[config.mk]
export PLATFORM = sky130hd
export DESIGN_NAME = ifu_fetch
export DESIGN_NICKNAME = d
export VERILOG_FILES = /design/src/rtl/ifu_fetch_pkg.sv /design/src/rtl/ifu_fetch_npc.sv /design/src/rtl/ifu_fetch.sv
export SDC_FILE = /design/constraint.sdc
export NUM_CORES = 1
export LEC_CHECK = 0
export ABC_AREA = 1
export CORE_MARGIN = 4
export CORE_UTILIZATION = 56
export DETAILED_ROUTE_END_ITERATION = 6
export PLACE_DENSITY = 0.88
export SETUP_SLACK_MARGIN = 0.2
export SYNTH_ARGS = -nofsm -noshare
export SYNTH_HDL_FRONTEND = slang
export SYNTH_HIERARCHICAL = 1
export SYNTH_SLANG_ARGS = --single-unit
[constraint.sdc]
create_clock -name clk -period 5.95 [get_ports clk]
set_input_delay 1.4875 -clock clk [delete_from_list [all_inputs] [get_ports clk]]
set_output_delay 1.4875 -clock clk [all_outputs]
set_load 0.01 [all_outputs]
[src/rtl/ifu_fetch_pkg.sv]
// ifu_fetch shared definitions: next-PC op encodings and PC helpers.
// IFU_JR_EN (see npc_calc) enables the register-indirect jump target.
package ifu_fetch_pkg;

    typedef enum logic [1:0] {
        NPC_PLUS4  = 2'b00,
        NPC_BRANCH = 2'b01,
        NPC_JUMP   = 2'b10,
        NPC_JR     = 2'b11
    } npc_op_e;

    localparam logic [31:0] PC_STEP = 32'd4;

    function automatic logic [31:0] br_offset(input logic [15:0] imm);
        return {{14{imm[15]}}, imm, 2'b00};
    endfunction

endpackage

[src/rtl/ifu_fetch_npc.sv]
// npc_calc: combinational next-PC selection for the fetch unit.
// IFU_JR_EN defined: NPCOp=11 jumps to rs_data; otherwise it acts as PLUS4.
module npc_calc
    import ifu_fetch_pkg::*;
(
    input  logic [31:0] pc,
    input  logic [31:0] instr,
    input  logic [1:0]  NPCOp,
    input  logic [31:0] rs_data,
    output logic [31:0] npc
);

    logic [31:0] seq_pc;

    assign seq_pc = pc + PC_STEP;

    always_comb begin
        npc = seq_pc;
        unique case (NPCOp)
            NPC_BRANCH: npc = seq_pc + br_offset(instr[15:0]);
            NPC_JUMP:   npc = {seq_pc[31:28], instr[25:0], 2'b00};
`ifdef IFU_JR_EN
            NPC_JR:     npc = {rs_data[31:2], 2'b00};
`endif
            default:    npc = seq_pc;
        endcase
    end

`ifdef IFU_JR_EN
    logic unused_bits;
    assign unused_bits = ^{instr[31:26], rs_data[1:0]};
`else
    logic unused_bits;
    assign unused_bits = ^{instr[31:26], rs_data};
`endif

endmodule

[src/rtl/ifu_fetch.sv]
// ifu_fetch: multi-cycle instruction fetch with PC, handshake and retire count.
// IFU_JR_EN (in npc_calc) selects whether NPCOp=11 is a register jump.
module ifu_fetch
    import ifu_fetch_pkg::*;
#(
    parameter logic [31:0] RESET_PC = 32'h0000_0000
) (
    input  logic        clk,
    input  logic        rstn,
    output logic        imem_req,
    output logic [31:0] imem_addr,
    input  logic        imem_ready,
    input  logic        imem_rvalid,
    input  logic [31:0] imem_rdata,
    output logic [31:0] instr,
    output logic        instr_valid,
    output logic [31:0] pc,
    output logic [31:0] pc_plus4,
    input  logic [1:0]  NPCOp,
    input  logic [31:0] rs_data,
    input  logic        commit,
    output logic [31:0] icount
);

    typedef enum logic [1:0] {
        S_FETCH = 2'd0,
        S_WAIT  = 2'd1,
        S_ISSUE = 2'd2
    } state_e;

    state_e      state;
    state_e      state_n;
    logic        load_instr;
    logic        retire;
    logic [31:0] npc;

    npc_calc u_npc (
        .pc      (pc),
        .instr   (instr),
        .NPCOp   (NPCOp),
        .rs_data (rs_data),
        .npc     (npc)
    );

    always_ff @(posedge clk or negedge rstn) begin
        if (!rstn) state <= S_FETCH;
        else       state <= state_n;
    end

    always_comb begin
        state_n    = state;
        imem_req   = 1'b0;
        load_instr = 1'b0;
        retire     = 1'b0;
        unique case (state)
            S_FETCH: begin
                imem_req = 1'b1;
                if (imem_ready) state_n = S_WAIT;
            end
            S_WAIT: begin
                if (imem_rvalid) begin
                    load_instr = 1'b1;
                    state_n    = S_ISSUE;
                end
            end
            S_ISSUE: begin
                if (commit) begin
                    retire  = 1'b1;
                    state_n = S_FETCH;
                end
            end
            default: state_n = S_FETCH;
        endcase
    end

    assign imem_addr = pc;

    always_ff @(posedge clk or negedge rstn) begin
        if (!rstn) begin
            pc          <= RESET_PC;
            pc_plus4    <= RESET_PC + PC_STEP;
            instr       <= 32'h0;
            instr_valid <= 1'b0;
            icount      <= 32'h0;
        end else begin
            if (load_instr) begin
                instr       <= imem_rdata;
                instr_valid <= 1'b1;
            end
            if (retire) begin
                pc          <= npc;
                pc_plus4    <= npc + PC_STEP;
                icount      <= icount + 32'd1;
                instr_valid <= 1'b0;
            end
        end
    end

endmodule
After elaboration in Yosys (flattened, before gate mapping). Index checks and enable logic that the tools add are counted.

Add/subtract/negate cells: 4. Equal/unequal tests: 7. Muxes and demuxes: 12. Reductions and logical operators: 3.

Operators with widths (number): $add A32 B3 Y32 const B (2); $pmux W32 S2 (1); $add A32 B1 Y32 const B (1); $add A32 B32 Y32 (1); $mux W1 (7); $mux W2 (3); $ne A2 B2 Y1 const B (3); $pmux W2 S3 (1); $eq A2 B1 Y1 const B (2); $eq A2 B2 Y1 const B (2); $reduce_and A3 Y1 (1); $logic_not A2 Y1 (1); $reduce_bool A2 Y1 (1).

Register bits after elaboration: 131. Input bits: 71. Output and inout port bits: 162.

Longest topological paths before layout.
Depth after elaboration: 4. Depth in mapped cells: 28. Gate-level depth less buffers: 28.

Hierarchy. The synthesis kept the hierarchy.

Modules (own cells, without submodules): ifu_fetch (instances 1, cells an instance 770, area an instance 6441.2 um2, seq. area each 3229.3 um2); npc_calc (instances 1, cells an instance 757, area an instance 3799.9 um2, seq. area each 0.0 um2).

Worst setup path before layout. No wires, ideal clock.

Kind: input port to flip-flop. Start: input port NPCOp[0]. End: register pc_plus4[30]. Data arrival time: 3.494 ns. Setup slack: 2.331 ns. Cell stages on the path: 15. Cells stage by stage: inv_1 -> ha_1 -> clkbuf_1 -> inv_1 -> clkbuf_1 -> nand3_1 -> o211ai_1 -> ha_1 -> nand3_2 -> nor2_4 -> nand2_2 -> nor2_1 -> nand2_1 -> nand2_1 -> nand3_1.

Longest elaborated chain between the ends: 3. Elaborated cells between the ends (all ways): 4. Classes of those cells: add/sub (1); eq/ne (2); mux (1).

RTL lines: from (decl) (line ifu_fetch.sv:19) `input logic [1:0] NPCOp,`; $eq A2 B2 Y1 / $eq A2 B1 Y1 (equally long branches) (line ifu_fetch_npc.sv:19) `unique case (NPCOp)`; $pmux W32 S2 * (line ifu_fetch_npc.sv:19); named net npc[2] (line ifu_fetch.sv:35) `logic [31:0] npc;`; $add A32 B3 Y32 * (line ifu_fetch.sv:92) `pc_plus4 <= npc + PC_STEP;`; to (signal assigned) (line ifu_fetch.sv:81) `pc_plus4 <= RESET_PC + PC_STEP;`; to (signal assigned) (line ifu_fetch.sv:92); to (decl) (line ifu_fetch.sv:18) `output logic [31:0] pc_plus4,`.

The timed path passes the listed nets; every way through them passes the cells marked *. A chain may end at the register's enable or synchronous reset.

Worst setup path after layout.
Start: register pc[2] (netlist: imem_addr[2]). End: register pc_plus4[25].

Longest elaborated chain between the ends: 4.

RTL lines: from (decl) (line ifu_fetch.sv:17) `output logic [31:0] pc,`; from (signal assigned) (line ifu_fetch.sv:91) `pc <= npc;`; $add A32 B3 Y32 * (line ifu_fetch_npc.sv:15) `assign seq_pc = pc + PC_STEP;`; $add A32 B32 Y32 (line ifu_fetch_npc.sv:20) `NPC_BRANCH: npc = seq_pc + br_offset(instr[15:0]);`; $pmux W32 S2 * (line ifu_fetch_npc.sv:19); named net npc[15] (line ifu_fetch.sv:35); $add A32 B3 Y32 * (line ifu_fetch.sv:92).

Marked as above.

==> summary.md <==
| Metric | Value |
|---|---|
| Crit path required time | `6.25 ns` |
| Ports | `233` |
| Post CTS Setup Buffer Count | `0` |
| Reg2reg setup slack | `0.84 ns` |
| Worst Setup Path Type | `flip-flop to flip-flop` |
| GR peak layer | `met2` |
| CTS resizes | `0` |
| Leak | `6.12 nW` |
| Cells on worst reg2reg path | `23` |
| CTS Buffer Depth | `2` |
| Max_slew headroom | `28.8%` |
| Initial antenna violation count | `0` |
| Number of register bits inferred by synthesis | `129` |
| Initial DRC Count | `1,089` |
| Clk_lat worst skew | `0.43 ns` |
| Post-layout net count | `1,798` |
| N_diodes | `0` |
| GR Layer Usage met3 | `7.23%` |
| Yosys top cell area share | `31.3%` |
| CTS tree | `done` |
| Most frequent cell after synthesis | `nand2_1` |
| Die outline width | `143 um` |
| Post-synth EDFFs | `0` |
| Fillcell total | `1,498` |
| Fmax | `0.196 GHz` |
| Multi-input combinational cell area | `5840 um2` |
| Antenna-violating nets left | `0` |
| RSZ-0062 raised after global routing | `false` |
| Worst ir drop on vdd | `408 uV` |
| Clock Skew | `0.0104 ns` |
| Placed Instance Area | `12,200 um2` |
| Power consumption | `6.68 mW` |
| Dpl ws | `1.20 ns` |
| Synth cell count leaders | `473 x nand2_1, 198 x inv_1, 168 x nor2_1` |
| Cells after DPL | `1,897` |
| Final setup fails | `0` |
| Crit path launch type | `flip-flop` |
| Hold_buf cts | `0` |
| Sink Count | `129` |
| Clock period minus worst slack | `5.11 ns` |
| Clock-pin slew on the worst setup and hold paths | `0.06 ns` |
| Crit share post-route | `85.9%` |
| DRT Pass-1 Iters | `6` |
| Ys flop type | `dfrtp_1` |
| Setup tns final | `0 ns` |
| DR vias | `10,646` |
| Ratio of total power to cell area | `521 nW/um2` |
| Hold path depth | `2` |
| Status | `finished, final reports clean` |
| Share of post-route cells with drive strength above 1 | `8.00%` |
| YS warnings | `6` |
| Post-Syn Area per Cell | `6.71 um2` |
| Data arrival, critical path | `5.41 ns` |
| Hold WS | `0.487 ns` |
| Largest area contributor in the netlist | `dfrtp_1` |
| Core area | `18,000 um2` |
| Syn nets | `1,638` |
| Gr ovfl total | `0` |
| Area delta synth->final | `25.2%` |
| Final instance area | `12,800 um2` |
| Largest net degree at the start of global routing | `115` |
| DR vias/cell | `5.52` |
| All-Layer GR Usage | `32.9%` |
| Number of buffers created by CTS | `17` |
| Mapped Cells | `1,527` |
| GR Layer Usage met1 | `43.7%` |
| Final WL | `33,500 um` |
| H-tree depth | `4` |
| Asr flop ratio synth | `100%` |
| Clk root buf | `clkbuf_16` |
| Slew Limit Fails | `0` |
| Die H | `143 um` |
| DRC viols | `0` |
| Gp weighted congestion | `0.947` |
| Row count | `49` |
| Hold Crit Class | `flip-flop to flip-flop` |
| Worst-Margin Slew | `1.07 ns` |
| Sequential fraction of the synthesis area | `31.5%` |
| Max-cap viol count | `0` |
| Routed len/inst | `17.4 um` |
| Synth cell types | `46` |
| Fin cells | `1,928` |
| Fin worst setup slack | `0.840 ns` |
| Final Hold Viols | `0` |
| Port Buffers | `200` |
| DPL Wire Length | `25,500 um` |
| Vias in the first global route | `10,311` |
| Final core occ | `71.4%` |
| Mapped cell area | `10,200 um2` |
| Global-route track usage on met2 | `53.9%` |
| Largest cells by area after synthesis | `dfrtp_1 31%, nand2_1 17%, inv_1 7.3%` |
| CP Capture Type | `flip-flop` |
| Critical-path maximum fanout | `7` |
| First-pass GRT wire length | `53,200 um` |
| Register cell area after layout | `3230 um2` |
| Initial Util | `57.0%` |
| Die area | `20,500 um2` |
[path summary, 6_finish.rpt]
| kind | start | endpoint |
|---|---|---|
| max | imem_addr[2]$_DFFE_PN0P_ | pc_plus4[25]$_DFFE_PN0P_ |
| min | pc_plus4[8]$_DFFE_PN0P_ | pc_plus4[8]$_DFFE_PN0P_ |
| max reg2reg | imem_addr[2]$_DFFE_PN0P_ | pc_plus4[25]$_DFFE_PN0P_ |
| min reg2reg | pc_plus4[8]$_DFFE_PN0P_ | pc_plus4[8]$_DFFE_PN0P_ |
| max in group asynchronous | rstn | pc_plus4[2]$_DFFE_PN1P_ |
| min in group asynchronous | rstn | pc_plus4[24]$_DFFE_PN0P_ |
[placed cells by master, fill, tap and decap left out, types with 13 or more instances in the layout]
cell and instances:
nor3_1 13, dfrtp_1 128, nand3_1 127, xnor2_1 17, nor2_2 14, a21oi_1 65, nand4_1 21, mux2_2 32
inv_1 198, xor2_1 22, ha_1 39, nor2_1 168, clkbuf_16 17, o21ai_0 47, clkdlybuf4s50_1 199, nand2_1 473
[sequential cells by signal, indices dropped and copies added, names as in the netlist]
name	count
instr_valid	1
imem_addr	32
instr	32
pc_plus4	30
state	2
icount	32
[worst max-delay path, cell delays in order (launching register included)]
cell	delay, ns
dfrtp_1	0.52
ha_1	0.28
nand2_1	0.10
nor2_1	0.43
inv_1	0.15
nor2_1	0.32
xor2_1	0.20
inv_1	0.11
ha_1	0.35
nand2_1	0.10
inv_1	0.08
nand2_1	0.07
nor3_1	0.36
nand2_1	0.09
nand2_1	0.22
o21ai_0	0.11
a21oi_1	0.42
nand2_1	0.16
nor2_1	0.23
nand2_1	0.10
nor2_2	0.25
nand2_1	0.11
nand3_1	0.12
nand3_1	0.10
[area by class of cell]
class	count	share of cell area, %
sequential	129	25.2
inverter	207	6.06
clock buffer	17	3.32
clock inverter	14	1.79
tap	229	2.23
multi-input combinational	1127	45.5
timing repair buffer	205	15.9
[routing by layer]
| metal | up-vias | part of all wire [%] |
|---|---|---|
| met5 | - | 0 |
| met4 | 0 | 2.5 |
| met3 | 63 | 9.2 |
| met2 | 522 | 47 |
| met1 | 4941 | 42 |
| li1 | 5120 | - |
[kinds of logic (layout without fill, tap and decap cells)]
group	count (synthesis)	in the layout	share of synthesized area (%)
flip-flops	129	129	31.5
AND/OR/NAND/NOR	876	876	37.6
multiplexers	32	32	3.52
buffers and inverters	271	443	11.5
XOR/XNOR	40	40	3.49
adder cells (fa/ha/maj)	40	40	4.96
AO/OA/AOI/OAI	139	139	7.44
[power by group]
group	internal, mW	leakage (nW)	switching, mW
clock	0.752	0.322	0.448
combinational	1.62	4.15	2.22
sequential	1.19	1.64	0.447
total	3.56	6.12	3.12
(Power assumes the default switching activity.)
